==> src/rtl/shreg_pkg.sv <==
// Shared types for the shift-register sequencer: command opcodes,
// sequencer FSM states and the per-cycle datapath control codes.
package shreg_pkg;

  typedef enum logic [1:0] {
    OP_LOAD  = 2'b00,
    OP_SHL   = 2'b01,
    OP_SHR   = 2'b10,
    OP_CLEAR = 2'b11
  } op_t;

  typedef enum logic [1:0] {
    ST_IDLE = 2'd0,
    ST_EXEC = 2'd1,
    ST_RESP = 2'd2
  } state_t;

  typedef enum logic [2:0] {
    DP_HOLD = 3'd0,
    DP_LOAD = 3'd1,
    DP_SHL  = 3'd2,
    DP_SHR  = 3'd3,
    DP_CLR  = 3'd4,
    DP_ROTL = 3'd5,
    DP_ROTR = 3'd6
  } dp_t;

endpackage

==> src/rtl/shreg_core.sv <==
// WIDTH-bit universal shift register driven by a one-hot-free DP_* code.
// Exposes both the registered value and the value it will take at the
// next edge so the sequencer can capture the final result in the same
// cycle the register is written.
// Optional feature macro: ROTATE_EN (adds rotate-left/right operations).
module shreg_core
  import shreg_pkg::*;
#(
  parameter int WIDTH = 4
) (
  input  logic             clk,
  input  logic             rst,
  input  dp_t              dp,
  input  logic             ser_in,
  input  logic [WIDTH-1:0] load_data,
  output logic [WIDTH-1:0] q,
  output logic [WIDTH-1:0] q_next
);

  // Next-value selection for the register; anything unrecognised holds.
  always_comb begin
    q_next = q;
    case (dp)
      DP_LOAD: q_next = load_data;
      DP_CLR:  q_next = '0;
      DP_SHL:  q_next = {q[WIDTH-2:0], ser_in};
      DP_SHR:  q_next = {ser_in, q[WIDTH-1:1]};
`ifdef ROTATE_EN
      DP_ROTL: q_next = {q[WIDTH-2:0], q[WIDTH-1]};
      DP_ROTR: q_next = {q[0], q[WIDTH-1:1]};
`endif
      default: q_next = q;
    endcase
  end

  // Storage element; the async clear also aborts any in-flight operation.
  always_ff @(posedge clk or negedge rst) begin
    if (!rst) q <= '0;
    else      q <= q_next;
  end

endmodule

==> src/rtl/shreg_sequencer.sv <==
// Command-driven sequencer around shreg_core. Accepts one command in IDLE,
// steps the register once per clock in EXEC, then presents the final value
// in RESP until the host takes it.
// Optional feature macro: ROTATE_EN (cmd_rot selects rotate for SHL/SHR).
module shreg_sequencer
  import shreg_pkg::*;
#(
  parameter int WIDTH = 4,
  parameter int CNT_W = 3
) (
  input  logic             clk,
  input  logic             rst,
  input  logic             cmd_valid,
  output logic             cmd_ready,
  input  logic [1:0]       cmd_op,
  input  logic [CNT_W-1:0] cmd_cnt,
  input  logic             cmd_rot,
  input  logic [WIDTH-1:0] cmd_data,
  input  logic             ser_in,
  output logic             rsp_valid,
  input  logic             rsp_ready,
  output logic [WIDTH-1:0] rsp_data,
  output logic             busy,
  output logic [WIDTH-1:0] q
);

  state_t           state;
  op_t              op_r;
  logic [CNT_W-1:0] cnt_r;
  logic [WIDTH-1:0] data_r;
  dp_t              dp;
  logic [WIDTH-1:0] q_next;
  logic             accept;
  logic             exec_done;
  logic             is_shift;

`ifdef ROTATE_EN
  logic rot_r;
`else
  logic unused_rot;
  assign unused_rot = cmd_rot;
`endif

  assign cmd_ready = (state == ST_IDLE);
  assign rsp_valid = (state == ST_RESP);
  assign busy      = (state == ST_EXEC) || (state == ST_RESP);
  assign accept    = cmd_valid && cmd_ready;

  // LOAD/CLEAR and zero-count shifts finish after a single EXEC cycle;
  // shifts leave EXEC when the remaining-step counter reaches one.
  always_comb begin
    is_shift  = (op_r == OP_SHL) || (op_r == OP_SHR);
    exec_done = !is_shift || (cnt_r <= CNT_W'(1));
  end

  // Translate the latched command into this cycle's datapath operation.
  always_comb begin
    dp = DP_HOLD;
    if (state == ST_EXEC) begin
      case (op_r)
        OP_LOAD:  dp = DP_LOAD;
        OP_CLEAR: dp = DP_CLR;
        OP_SHL: begin
          if (cnt_r != '0) begin
`ifdef ROTATE_EN
            dp = rot_r ? DP_ROTL : DP_SHL;
`else
            dp = DP_SHL;
`endif
          end
        end
        OP_SHR: begin
          if (cnt_r != '0) begin
`ifdef ROTATE_EN
            dp = rot_r ? DP_ROTR : DP_SHR;
`else
            dp = DP_SHR;
`endif
          end
        end
        default: dp = DP_HOLD;
      endcase
    end
  end

  // FSM, command latches, step counter and the held response value.
  always_ff @(posedge clk or negedge rst) begin
    if (!rst) begin
      state    <= ST_IDLE;
      op_r     <= OP_LOAD;
      cnt_r    <= '0;
      data_r   <= '0;
      rsp_data <= '0;
`ifdef ROTATE_EN
      rot_r    <= 1'b0;
`endif
    end else begin
      case (state)
        ST_IDLE: begin
          if (accept) begin
            op_r   <= op_t'(cmd_op);
            cnt_r  <= cmd_cnt;
            data_r <= cmd_data;
`ifdef ROTATE_EN
            rot_r  <= cmd_rot;
`endif
            state  <= ST_EXEC;
          end
        end
        ST_EXEC: begin
          if (exec_done) begin
            rsp_data <= q_next;
            state    <= ST_RESP;
          end else begin
            cnt_r <= cnt_r - CNT_W'(1);
          end
        end
        ST_RESP: begin
          if (rsp_ready) state <= ST_IDLE;
        end
        default: state <= ST_IDLE;
      endcase
    end
  end

  shreg_core #(
    .WIDTH(WIDTH)
  ) u_core (
    .clk       (clk),
    .rst       (rst),
    .dp        (dp),
    .ser_in    (ser_in),
    .load_data (data_r),
    .q         (q),
    .q_next    (q_next)
  );

endmodule

==> config.mk <==
export PLATFORM = sky130hd
export DESIGN_NAME = shreg_sequencer
export DESIGN_NICKNAME = d
export VERILOG_FILES = /design/src/rtl/shreg_pkg.sv /design/src/rtl/shreg_core.sv /design/src/rtl/shreg_sequencer.sv
export SDC_FILE = /design/constraint.sdc
export NUM_CORES = 1
export LEC_CHECK = 0
export ABC_AREA = 1
export CAP_MARGIN = 10
export CELL_PAD_IN_SITES_DETAIL_PLACEMENT = 0
export CELL_PAD_IN_SITES_GLOBAL_PLACEMENT = 1
export CORE_MARGIN = 4
export CORE_UTILIZATION = 37
export DETAILED_ROUTE_END_ITERATION = 8
export HOLD_SLACK_MARGIN = 0.05
export PLACE_DENSITY_LB_ADDON = 0.12
export SLEW_MARGIN = 20
export SYNTH_ARGS = -nofsm -noshare
export SYNTH_HDL_FRONTEND = slang
export SYNTH_HIERARCHICAL = 1
export SYNTH_SLANG_ARGS = --single-unit
==> constraint.sdc <==
create_clock -name clk -period 2.15 [get_ports clk]
set_clock_uncertainty 0.2 [all_clocks]
set_input_delay 0.43 -clock clk [delete_from_list [all_inputs] [get_ports clk]]
set_output_delay 0.43 -clock clk [all_outputs]
set_load 0.005 [all_outputs]
==> impl_metrics.csv <==
group,metric,value,unit
setup_path,max_stage_delay,0.44,ns
run,drv.max_cap_violation_count,0,
clocking,hold_fix_buffers_cts,0,
layout,syn_to_final_growth,32.2,%
logic_synthesis,netlist_area,1240,sq um
timing,fmax,495,MHz
global_routing,wire_length_of_the_first_global_routing_pass,4.55,mm
layout,antennaDiodeCount,0,
timing,final.setup.worst_slack,0.131,ns
routing,route.detailed.wl_per_inst,12.4,um
routing,final_antenna_net_count,0,
timing,setup_total_negative_slack,0,ns
global_routing,number_of_global_route_vias_before_repair,1026,
setup_path,timing.reg2reg.worst_path_depth,12,
floorplan,die_w,65.9,um
setup_path,setup.worst_path.end_class,"register",
timing,timing_worst_slew_pin_value,0.358,ns
layout,layout_commonest_cell,"sky130_fd_sc_hd__nand2_1",
placement,area_after_detailed_placement,1550,sq um
global_routing,overflow,0,
setup_path,worst_path_most_repeated_cell,"sky130_fd_sc_hd__nand2_1",
setup_path,criticalPathCategory,"reg -> reg",
global_routing,grt_use_total,13.7,%
placement,dp_worst_setup_slack,-0.0276,ns
floorplan,std_cell_rows,20,
logic_synthesis,synthesis.instances,145,
routing,routed_wl,2.77,mm
clocking,tritoncts,"yes",
power_and_ir_drop,power_density,1350,nW/um^2
logic_synthesis,synth.ff_latch_count,19,
timing,max-slew-margin-rel,76.1,%
power_and_ir_drop,p_leak,0.824,nW
routing,drtIter0Drc,43,
clocking,clk_latency,0.30,ns
power_and_ir_drop,finalPower,2.21,mW
setup_path,worstReg2RegStart,"state[0]",
setup_path,timing.critical_path.from_type,"register",
logic_synthesis,synth_seq_area_share,38.3,%
floorplan,core-area,3130,sq um
clocking,cts.sinks,19,
floorplan,fp.dieArea,4340,sq um
clocking,cts_root_buffer,"sky130_fd_sc_hd__clkbuf_4",
setup_path,reg2reg_setup_slack,0.13,ns
timing,whs,0.252,ns
routing,drt_first_pass_iters,4,
routing,route.detailed.drc,0,
global_routing,largest_net_degree_at_the_start_of_global_routing,20,
setup_path,worst-path-buf-inv,4,
layout,finish.net_count,206,
floorplan,fp.dieH,65.9,um
clocking,cts_buffer_depth,2,
setup_path,crit_path_max_fanout,10,
placement,place.port_buffers,24,
clocking,cts.clk_slew.worst_paths,0.12,ns
min_path,timing.hold.worst.class,"in -> async",
timing,setup-violations-final,0,
floorplan,start_util,39.6,%
logic_synthesis,synth-warning-count,6,
clocking,cts_buf_count,3,
setup_path,critical-path-top-delay-family,"simple AND/OR/NAND/NOR gates",
logic_synthesis,ys_types,25,
timing,report.final.hold_viol_count,0,
setup_path,worst_ep_arrival_time,2.06,ns
global_routing,initial_antenna_violation_count,0,
setup_path,worstReg2RegEnd,"rsp_data[1]",
placement,hpwlAfterDp,2.10,mm
layout,mostFrequentLayoutCells,"sky130_fd_sc_hd__nand2_1 (35), sky130_fd_sc_hd__clkdlybuf4s50_1 (21), sky130_fd_sc_hd__dfrtp_1 (19)",
layout,final_area,1640,sq um
logic_synthesis,synth.avg_cell_area,8.55,sq um
routing,routed-via-count,1076,
setup_path,slowest_stage,"sky130_fd_sc_hd__dfrtp_1",
floorplan,ios,26,
setup_path,cp_data_required_time,2.19,ns
timing,final.min_clock_period,2.02,ns
clocking,clock_tree.htree_level_count,1,
power_and_ir_drop,worst_vdd_rail_ir_drop,707,uV
placement,gp_congestion,0.778,
logic_synthesis,syn-num-nets,171,
setup_path,timing.critical_path.cells,"buf_4, ha_1, buf_4, nand2_1, inv_1, inv_4, nand3_4, nor2_2, nor2_1, nand2_1, nand3_1, nand2_1",
routing,ratio_of_routed_vias_to_standard_cells,4.83,
run_status,outcome,"completed",
layout,drive_above_1_share,21.8,%
timing,min_period_over_period,93.9,%
timing,timing.final.max_slew_violations,0,
worst max path at each step:
stage | end | start | slack (ns) | cells past startpoint
final | rsp_data[1] | state[0] | 0.13 | 12
after global routing | rsp_data[3] | op_r[0] | -0.04 | 11
after CTS | rsp_valid | state[0] | -0.03 | 3
after detailed placement | rsp_data[1] | cnt_r[1] | -0.03 | 12
after global placement | rsp_data[1] | cnt_r[1] | -0.03 | 12
after floorplan | rsp_data[1] | state[1] | 0.22 | 13
where the power goes:
part           total (mW)  internal [mW]  switching (mW)
combinational        1.40          0.608           0.792
sequential          0.623          0.511           0.111
clock               0.186         0.0692           0.117
synth_stat cells:
cell	n	share of area, %
sky130_fd_sc_hd__a21oi_1	3	1.2
sky130_fd_sc_hd__a21oi_4	1	1.3
sky130_fd_sc_hd__buf_4	1	0.61
sky130_fd_sc_hd__buf_6	2	1.8
sky130_fd_sc_hd__dfrtp_1	19	38
sky130_fd_sc_hd__ha_1	11	11
sky130_fd_sc_hd__inv_1	15	4.5
sky130_fd_sc_hd__inv_2	2	0.61
sky130_fd_sc_hd__inv_4	1	0.50
sky130_fd_sc_hd__inv_6	1	0.71
sky130_fd_sc_hd__mux2_2	4	3.6
sky130_fd_sc_hd__nand2_1	35	11
sky130_fd_sc_hd__nand2_2	3	1.5
sky130_fd_sc_hd__nand2_4	2	1.8
sky130_fd_sc_hd__nand3_1	9	3.6
sky130_fd_sc_hd__nand3_2	1	0.81
sky130_fd_sc_hd__nand3_4	2	2.8
sky130_fd_sc_hd__nand4_1	13	6.6
sky130_fd_sc_hd__nor2_1	10	3.0
sky130_fd_sc_hd__nor2_2	3	1.5
sky130_fd_sc_hd__nor3_1	1	0.40
sky130_fd_sc_hd__nor3_2	1	0.81
sky130_fd_sc_hd__o21ai_0	3	1.2
sky130_fd_sc_hd__o21ai_1	1	0.40
sky130_fd_sc_hd__o22ai_1	1	0.50
worst reg2reg max path: stages, from the launching register on:
cell	delay, ns
sky130_fd_sc_hd__dfrtp_1	0.44
sky130_fd_sc_hd__buf_4	0.15
sky130_fd_sc_hd__ha_1	0.21
sky130_fd_sc_hd__buf_4	0.18
sky130_fd_sc_hd__nand2_1	0.06
sky130_fd_sc_hd__inv_1	0.08
sky130_fd_sc_hd__inv_4	0.12
sky130_fd_sc_hd__nand3_4	0.13
sky130_fd_sc_hd__nor2_2	0.10
sky130_fd_sc_hd__nor2_1	0.05
sky130_fd_sc_hd__nand2_1	0.07
sky130_fd_sc_hd__nand3_1	0.09
sky130_fd_sc_hd__nand2_1	0.08
routing by layer:
metal	GRT usage [%]	part of all wire (%)	vias to the layer above	wire, um
met5	0	0	-	0
met4	3.89	0.54	0	15
met3	2.89	3.9	2	108
met2	21.3	48	21	1330
met1	18.9	48	506	1320
li1	-	-	547	-
per-stage QoR:
stage          instances  utilization [%]
2_1_floorplan        145                -
3_3_place_gp         216             49.6
3_5_place_dp         216             49.6
4_1_cts              222             51.4
5_1_grt              223             52.4
6_report             223             52.4
sequential cells by signal (all words and copies together), names as in the netlist:
| register | count |
|---|---|
| state | 2 |
| rsp_data | 4 |
| cnt_r | 3 |
| op_r | 2 |
| u_core/q | 4 |
| data_r | 4 |
cell families (layout without fill, tap and decap cells):
kind of cell,count (synthesis),after routing,synth area share (%)
compound gates,9,9,4.64
flops,19,19,38.3
mux,4,4,3.63
buf+inv,22,56,8.78
simple gates,80,80,33.5
fa+ha+maj,11,11,11.1
layout make-up:
class                           count  area (sq um)
Clock buffer                        3          22.5
Clock inverter                      1          5.00
Fill cell                         308          1490
Inverter                           19          78.8
Multi-Input combinational cell    104           687
Sequential cell                    19           475
Tap cell                           44          55.1
Timing Repair Buffer               33           315
timing repair:
item / CTS / global route
buffers inserted: 2 / 0
endpoints found under the setup margin: 5 / 5
cloned: 0 / 1
resized for setup: 4 / 8
(Power assumes the default switching activity.)
